File: config.mk
export PLATFORM = sky130hd
export DESIGN_NAME = exact_fp_pack
export DESIGN_NICKNAME = d
export VERILOG_FILES = /design/src/rtl/edp_fp_pkg.sv /design/src/rtl/lzc48.sv /design/src/rtl/exact_fp_pack.sv
export SDC_FILE = /design/constraint.sdc
export NUM_CORES = 1
export LEC_CHECK = 0
export CAP_MARGIN = 0
export CORE_AREA = 8 8 156 158
export DETAILED_ROUTE_END_ITERATION = 6
export DIE_AREA = 0 0 164 166
export PLACE_DENSITY = 0.69
export SYNTH_ARGS = -nofsm -noshare
export SYNTH_HDL_FRONTEND = slang
export SYNTH_SLANG_ARGS = --single-unit
export TNS_END_PERCENT = 10
File: constraint.sdc
create_clock -name Clk -period 6.7 [get_ports Clk]
set_clock_uncertainty 0.15 [all_clocks]
set_input_delay 1.34 -clock Clk [delete_from_list [all_inputs] [get_ports Clk]]
set_output_delay 1.34 -clock Clk [all_outputs]
set_load 0.005 [all_outputs]
File: src/rtl/edp_fp_pkg.sv
// rtl/edp_fp_pkg.sv - IEEE-754 single constants and unpacked product type shared with the multiplier path
package edp_fp_pkg;

  localparam int FP_BIAS     = 127;
  localparam int FP_EXP_MAX  = 255;
  localparam int FP_EXP_W    = 8;
  localparam int FP_FRAC_W   = 23;
  localparam int FP_SIG_W    = FP_FRAC_W + 1;
  localparam int PROD_EXP_W  = 10;
  localparam int PROD_MANT_W = 48;

  localparam logic [31:0] FP_ZERO = 32'h0000_0000;
  localparam logic [31:0] FP_INF  = 32'h7F80_0000;

  typedef struct packed {
    logic                   sign;
    logic [PROD_EXP_W-1:0]  exponent;
    logic [PROD_MANT_W-1:0] mantissa;
  } unpacked_fp_t;

endpackage

File: src/rtl/lzc48.sv
// rtl/lzc48.sv - combinational 48-bit leading-zero counter with all-zero flag
module lzc48 (
  input  logic [47:0] value,
  output logic [5:0]  count,
  output logic        all_zero
);

  // Ascending scan: the highest set bit is the last one to write the count.
  always_comb begin
    count = 6'd48;
    for (int i = 0; i < 48; i++) begin
      if (value[i]) count = 6'(47 - i);
    end
  end

  assign all_zero = (value == '0);

endmodule

File: src/rtl/exact_fp_pack.sv
// rtl/exact_fp_pack.sv - normalize, round (RNE) and pack an exact product into IEEE-754 single
module exact_fp_pack
  import edp_fp_pkg::*;
#(
  parameter int IN_EXP_WIDTH      = 10,
  parameter int IN_MANTISSA_WIDTH = 48,
  parameter int DATA_WIDTH        = 32
) (
  input  logic                         Clk,
  input  logic                         ResetN,
  input  logic                         InValid,
  output logic                         InReady,
  input  logic                         InSign,
  input  logic [IN_EXP_WIDTH-1:0]      InExponent,
  input  logic [IN_MANTISSA_WIDTH-1:0] InMantissa,
  output logic                         OutValid,
  input  logic                         OutReady,
  output logic [DATA_WIDTH-1:0]        OutData
);

  localparam int EW = IN_EXP_WIDTH + 1;
  localparam int MW = IN_MANTISSA_WIDTH;

  logic advance;
  assign advance = !OutValid || OutReady;
  assign InReady = advance;

  // S1: leading-zero count
  logic [5:0]    lz_count;
  logic          lz_zero;
  logic          s1_valid, s1_sign, s1_zero;
  logic [EW-1:0] s1_exp;
  logic [MW-1:0] s1_mant;
  logic [5:0]    s1_lz;

  lzc48 u_lzc (
    .value    (InMantissa),
    .count    (lz_count),
    .all_zero (lz_zero)
  );

  // S2: shift and exponent adjust
  logic [MW-1:0] norm;
  logic          shifted_out;
  logic [EW-1:0] exp_norm;
  logic          s2_valid, s2_sign, s2_zero, s2_guard, s2_sticky;
  logic [EW-1:0] s2_exp;
  logic [FP_SIG_W-1:0] s2_sig;

  always_comb begin
    norm        = s1_mant;
    shifted_out = 1'b0;
    exp_norm    = s1_exp;
    if (s1_mant[MW-1]) begin
      norm        = s1_mant >> 1;
      shifted_out = s1_mant[0];
      exp_norm    = s1_exp + EW'(1);
    end else begin
      norm     = s1_mant << (s1_lz - 6'd1);
      exp_norm = s1_exp - EW'(s1_lz) + EW'(1);
    end
  end

  // S3: round to nearest even, then classify the final exponent
  logic                round_up;
  logic [FP_SIG_W:0]   sig_rnd;
  logic [EW-1:0]       exp_fin;
  logic [FP_FRAC_W-1:0] frac_fin;
  logic [DATA_WIDTH-1:0] packed_res;

  always_comb begin
    round_up = s2_guard & (s2_sticky | s2_sig[0]);
    sig_rnd  = {1'b0, s2_sig} + (FP_SIG_W+1)'(round_up);
    exp_fin  = s2_exp;
    frac_fin = sig_rnd[FP_FRAC_W-1:0];
    if (sig_rnd[FP_SIG_W]) begin
      frac_fin = sig_rnd[FP_FRAC_W:1];
      exp_fin  = s2_exp + EW'(1);
    end
    if (s2_zero)
      packed_res = {s2_sign, FP_ZERO[30:0]};
    else if (!exp_fin[EW-1] && exp_fin >= EW'(FP_EXP_MAX))
      packed_res = {s2_sign, FP_INF[30:0]};
    else if (exp_fin[EW-1] || exp_fin == '0)
      packed_res = {s2_sign, FP_ZERO[30:0]};
    else
      packed_res = {s2_sign, exp_fin[FP_EXP_W-1:0], frac_fin};
  end

  always_ff @(posedge Clk or negedge ResetN) begin
    if (!ResetN) begin
      s1_valid <= 1'b0;
      s2_valid <= 1'b0;
      OutValid <= 1'b0;
      OutData  <= '0;
    end else if (advance) begin
      s1_valid <= InValid;
      s2_valid <= s1_valid;
      OutValid <= s2_valid;
      if (s2_valid) OutData <= packed_res;
    end
  end

  // Datapath stages only matter alongside their valid bit, so they carry no reset.
  always_ff @(posedge Clk) begin
    if (advance) begin
      s1_sign   <= InSign;
      s1_exp    <= {InExponent[IN_EXP_WIDTH-1], InExponent};
      s1_mant   <= InMantissa;
      s1_lz     <= lz_count;
      s1_zero   <= lz_zero;
      s2_sign   <= s1_sign;
      s2_zero   <= s1_zero;
      s2_exp    <= exp_norm;
      s2_sig    <= norm[MW-2 -: FP_SIG_W];
      s2_guard  <= norm[MW-2-FP_SIG_W];
      s2_sticky <= (|norm[MW-3-FP_SIG_W:0]) | shifted_out;
    end
  end

endmodule

# == After elaboration in Yosys (flattened, before gate mapping) ==
# Index checks and enable logic that the tools add are counted.
# word_totals
regBits,140
input_bits,63
output_inout_bits,34
# classes
n_lt_le_gt_ge,1
shift,1
bitwise_logic,3
muxes,55
add_sub_neg,6
n_reduce_logical,14
# op_table
cell,n
2-to-1 mux 5 bit,32
2-to-1 mux 31 bit,3
logical NOT 48 bit,1
<< shifter 48 x 6 -> 47 bit,1
2-to-1 mux 46 bit,1
2-to-1 mux 4 bit,8
OR reduction 32 bit,1
adder 24 x 1 -> 25 bit,1
2-to-1 mux 23 bit,1
adder 11 x 1 -> 11 bit (second input constant),2
2-to-1 mux 11 bit,2
OR reduction 22 bit,1
OR reduction 16 bit,1
2-to-1 mux 3 bit,4
adder 10 x 2 -> 11 bit (second input constant),1
>= comparator 11 x 8 -> 1 bit (second input constant),1
logical NOT 11 bit,1
subtractor 10 x 7 -> 11 bit,1
OR reduction 8 bit,1
subtractor 6 x 1 -> 6 bit (second input constant),1
2-to-1 mux 2 bit,2
OR reduction 4 bit,1
logical NOT 1 bit,2
logical OR 1 bit,2
6 further kinds,8

# == Logic depth before layout (Yosys ltp) ==
# logic_depth
ltp_word,47
ltp_mapped,16

# == By module ==
# From an unflattened synthesis, not the netlist that was laid out.
# unflattened
cells_unflattened,934
area_unflattened_um2,9844.4
# modules_own_cells
module,seq_area_each_um2,area_each_um2,instances,cells_per_inst
exact_fp_pack,4028.9,9206.3,1,826
lzc48,0.0,638.1,1,108

# == Least setup slack after synthesis ==
# OpenSTA, ideal clock, no wires.
# synth_path
path_kind,input to register
startpoint,input port OutReady
endpoint,register OutData[11]
setup_slack_ns,0.128
path_buffers,2
path_stages,8
required_ns,6.467
setup_time_ns,0.083
arrival_ns,6.340
cell_sequence,nand2b_1 clkbuf_1 nand2_1 or3_1 mux2i_1 o21ai_0 clkbuf_1 o21ai_0
# synth_between
elab_chain_len,2
# synth_rtl
item,line_no,rtl
from (decl),exact_fp_pack.sv:17,"input logic OutReady,"
logical OR 1 bit,exact_fp_pack.sv:25,assign advance = !OutValid || OutReady;
named net InReady,exact_fp_pack.sv:12,"output logic InReady,"
AND reduction 2 bit (no line),--,
to (signal assigned),exact_fp_pack.sv:100,if (s2_valid) OutData <= packed_res;
to (decl),exact_fp_pack.sv:18,output logic [DATA_WIDTH-1:0] OutData
# The timed path passes the listed nets, and every way through them passes these cells.
# A chain may end at the register's enable or synchronous reset.

# == Worst setup path after layout ==
# layout_path
startpoint,input port OutReady
endpoint,register OutData[5]
# layout_between
elab_chain_len,2
# layout_rtl
item,line_no
logical OR 1 bit,exact_fp_pack.sv:25
AND reduction 2 bit (no line),--
# Every way passes these cells.

==> qor.yml <==
grt_pass1_wl_mm: 41.0
tightest_slew_ns: 1.14
slowest_stage: "nand2_1"
path_clk_slew_ns: 0.06
setup_violations: 0
dp_cells: 1325
wl_per_cell_um: 19.1
cp_cell_sequence: "clkdlybuf4s50_1, nand2b_4, nand2_1, or3_1, mux2i_1, o21ai_0, o21ai_0"
wirelength_mm: 25.9
drc: 0
globalplace.congestion: 0.961
rrSetupSlack_ns: 2.56
crit_path_max_fanout: 52
cp_data_required_time_ns: 6.87
vias: 7947
yosysTopAreaCell: "edfxtp_1"
cpPeakStageDelay_ns: 0.78
r2r_start: "s1_lz[0]$_SDFFCE_PP0N_"
grt_max_degree: 60
drtIter0Drc: 550
cts_max_level: 4
ios: 97
postCtsSetupBuffers: 0
cap_violations: 0
avgSynthCellArea_um2: 9.76
antenna_found_initial: 0
utilization: 0.517
power_frac_comb: 0.421
synth_edf_count: 105
fin_crit_sh: 0.697
stdcell_count: 1357
grtUsageTotal: 0.189
cts_hold_buf: 0
dr.pass1.iters: 7
finalSetupTns_ns: 0
grt_use_met1: 0.246
ir_drop_mv: 0.153
ys_ff_latch: 140
final_common_cell: "nand2_1"
synth_cell_types: 58
crit_type: "in2reg"
busiest_layer: "met2"
leakage_nw: 4.25
startpoint_type: "input pin"
reg2regPathDepth: 9
fp.dieH_um: 166
nNetsFinal: 1146
min-delay-start: "s1_sign$_DFFE_PN_"
final_area_um2: 11400
final_hold_viol_count: 0
power_density_nw_per_um2: 351
slew_viol_final: 0
synth_top_flop_cell: "edfxtp_1"
hold_class: "reg2reg"
die_w_um: 164
async_flop_share: 0.250
synth.area.top_cells: "edfxtp_1 (33%), mux4_2 (10%), dfrtp_1 (9.1%)"
synth_area_um2: 9610
r2r_end: "s2_sticky$_DFFE_PN_"
numPortBuffers: 96
cts_root_buf: "clkbuf_16"
grt_pass1_vias: 7791
finalCriticalPeriod_ns: 4.67
synth_warnings: 0
grt_use_met3: 0.0325
vias_per_cell: 5.86
area_growth_pct: 18.9
num_rows: 55
slew-limit-headroom: 0.233
synth_top_area_frac: 0.328
crit_top_cell: "o21ai_0"
p_int_w: 0.00246
ys_seq_area_frac: 0.419
hold_depth: 0
power_switching_share: 0.387
ctsResizeCount: 0
rsz0062_at_grt: "no"
clk_latency_ns: 0.43
cp.arrival_ns: 4.84
grt.met2_usage: 0.309
max_freq_mhz: 214
dieArea_um2: 27200
setup.worst_path.end_class: "flop"
numCtsBuffers: 17
drive_gt1_frac: 0.104
clock_path_buffers: 2
diodes: 0
final_cell_mix: "nand2_1 (159), edfxtp_1 (105), clkdlybuf4s50_1 (96)"
gr-total-overflow: 0
postRouteAntennaNets: 0
cts.sinks: 140
min_to: "s2_sign$_DFFE_PN_"
syn_inst: 984
core_area_um2: 22100
status: "finished, final reports clean"
power_switching_w: 0.00155
initial_core_util: 0.435
syn-num-nets: 1071
power_frac_seq: 0.346
dpl_cell_area_um2: 10800
p_clk_frac: 0.233
cts_tree: "built"
dp_hpwl_mm: 19.9
## metrics by stage
step	setup slack (ns)	hold WS, ns	total power [W]
4_1_cts	1.98	0.280	0.00401
3_3_place_gp	1.66	0.267	0.00306
2_1_floorplan	0.128	0.250	0.00254
6_report	2.03	0.274	0.00401
5_1_grt	1.60	0.287	0.00424
3_5_place_dp	1.53	0.265	0.00307
## worst max-delay path: cells and delay by family
kind | cells | cell delay (ns)
multiplexers | 1 | 0.29
buffers and inverters | 1 | 0.46
AND/OR/NAND/NOR | 3 | 1.91
AO/OA/AOI/OAI | 2 | 0.83
## registers in the layout, indices dropped and copies added, names as in the netlist, 6 cells and up
| register | cells |
|---|---|
| s1_mant | 48 |
| s1_exp | 10 |
| s2_exp | 11 |
| OutData | 32 |
| s1_lz | 6 |
| s2_sig | 24 |
## how the worst max path moves through the flow
stage / start / endpoint / slack (ns) / cells past startpoint
6_report: OutReady / OutData[5]$_DFFE_PN0P_ / 2.03 / 7
5_1_grt: OutReady / OutData[7]$_DFFE_PN0P_ / 1.60 / 7
4_1_cts: OutReady / OutData[5]$_DFFE_PN0P_ / 1.98 / 7
3_5_place_dp: OutReady / OutData[5]$_DFFE_PN0P_ / 1.53 / 7
3_3_place_gp: OutReady / OutData[24]$_DFFE_PN0P_ / 1.66 / 7
2_1_floorplan: OutReady / OutData[11]$_DFFE_PN0P_ / 0.13 / 8
## routing by layer
metal	wire [um]	vias to the layer above
met5	0	-
met4	642	0
met3	1750	44
met2	12300	304
met1	11300	3746
li1	-	3853
## final cells by class
| type | count | area [um^2] |
|---|---|---|
| Clock buffer | 19 | 458 |
| Fill cell | 2054 | 10700 |
| Multi-Input combinational cell | 756 | 5260 |
| Sequential cell | 140 | 4030 |
| Tap cell | 285 | 357 |
| Clock inverter | 13 | 130 |
| Timing Repair Buffer | 108 | 1050 |
| Inverter | 36 | 135 |
## power groups by stage
stage	clock network [W]	registers, W	logic, W
after floorplan	0	0.00133	0.00121
after global placement	0	0.00139	0.00166
after global routing	0.000986	0.00141	0.00184
final	0.000933	0.00139	0.00169
after CTS	0.000950	0.00138	0.00168
after detailed placement	0	0.00140	0.00167
## cells by family (layout without fill, tap and decap cells)
family | Yosys count | in the layout | synth area share
muxes | 89 | 89 | 0.152
DFF | 140 | 140 | 0.419
AOI/OAI and AO/OA | 221 | 221 | 0.140
xor gates and xnor gates | 39 | 39 | 0.0356
adders and majority gates | 24 | 24 | 0.0320
buffers and inverters | 88 | 176 | 0.0376
and+or+nand+nor | 383 | 383 | 0.184
## cells in the mapped netlist, types with 7 or more instances
cell type	n
mux2i_1	33
buf_2	13
ha_1	23
clkbuf_1	31
and3_1	7
a31oi_1	8
nand4_1	16
mux2_2	12
o21ai_0	76
o31ai_1	13
xor2_1	13
nand3_1	44
edfxtp_1	105
a21oi_1	58
dfrtp_1	35
mux4_2	44
a211oi_1	10
nor2_1	78
nor4_1	15
xnor2_1	26
nor3_1	21
o211ai_1	15
inv_1	36
nand2_1	159
No activity file was read; power rests on OpenSTA's default activity.
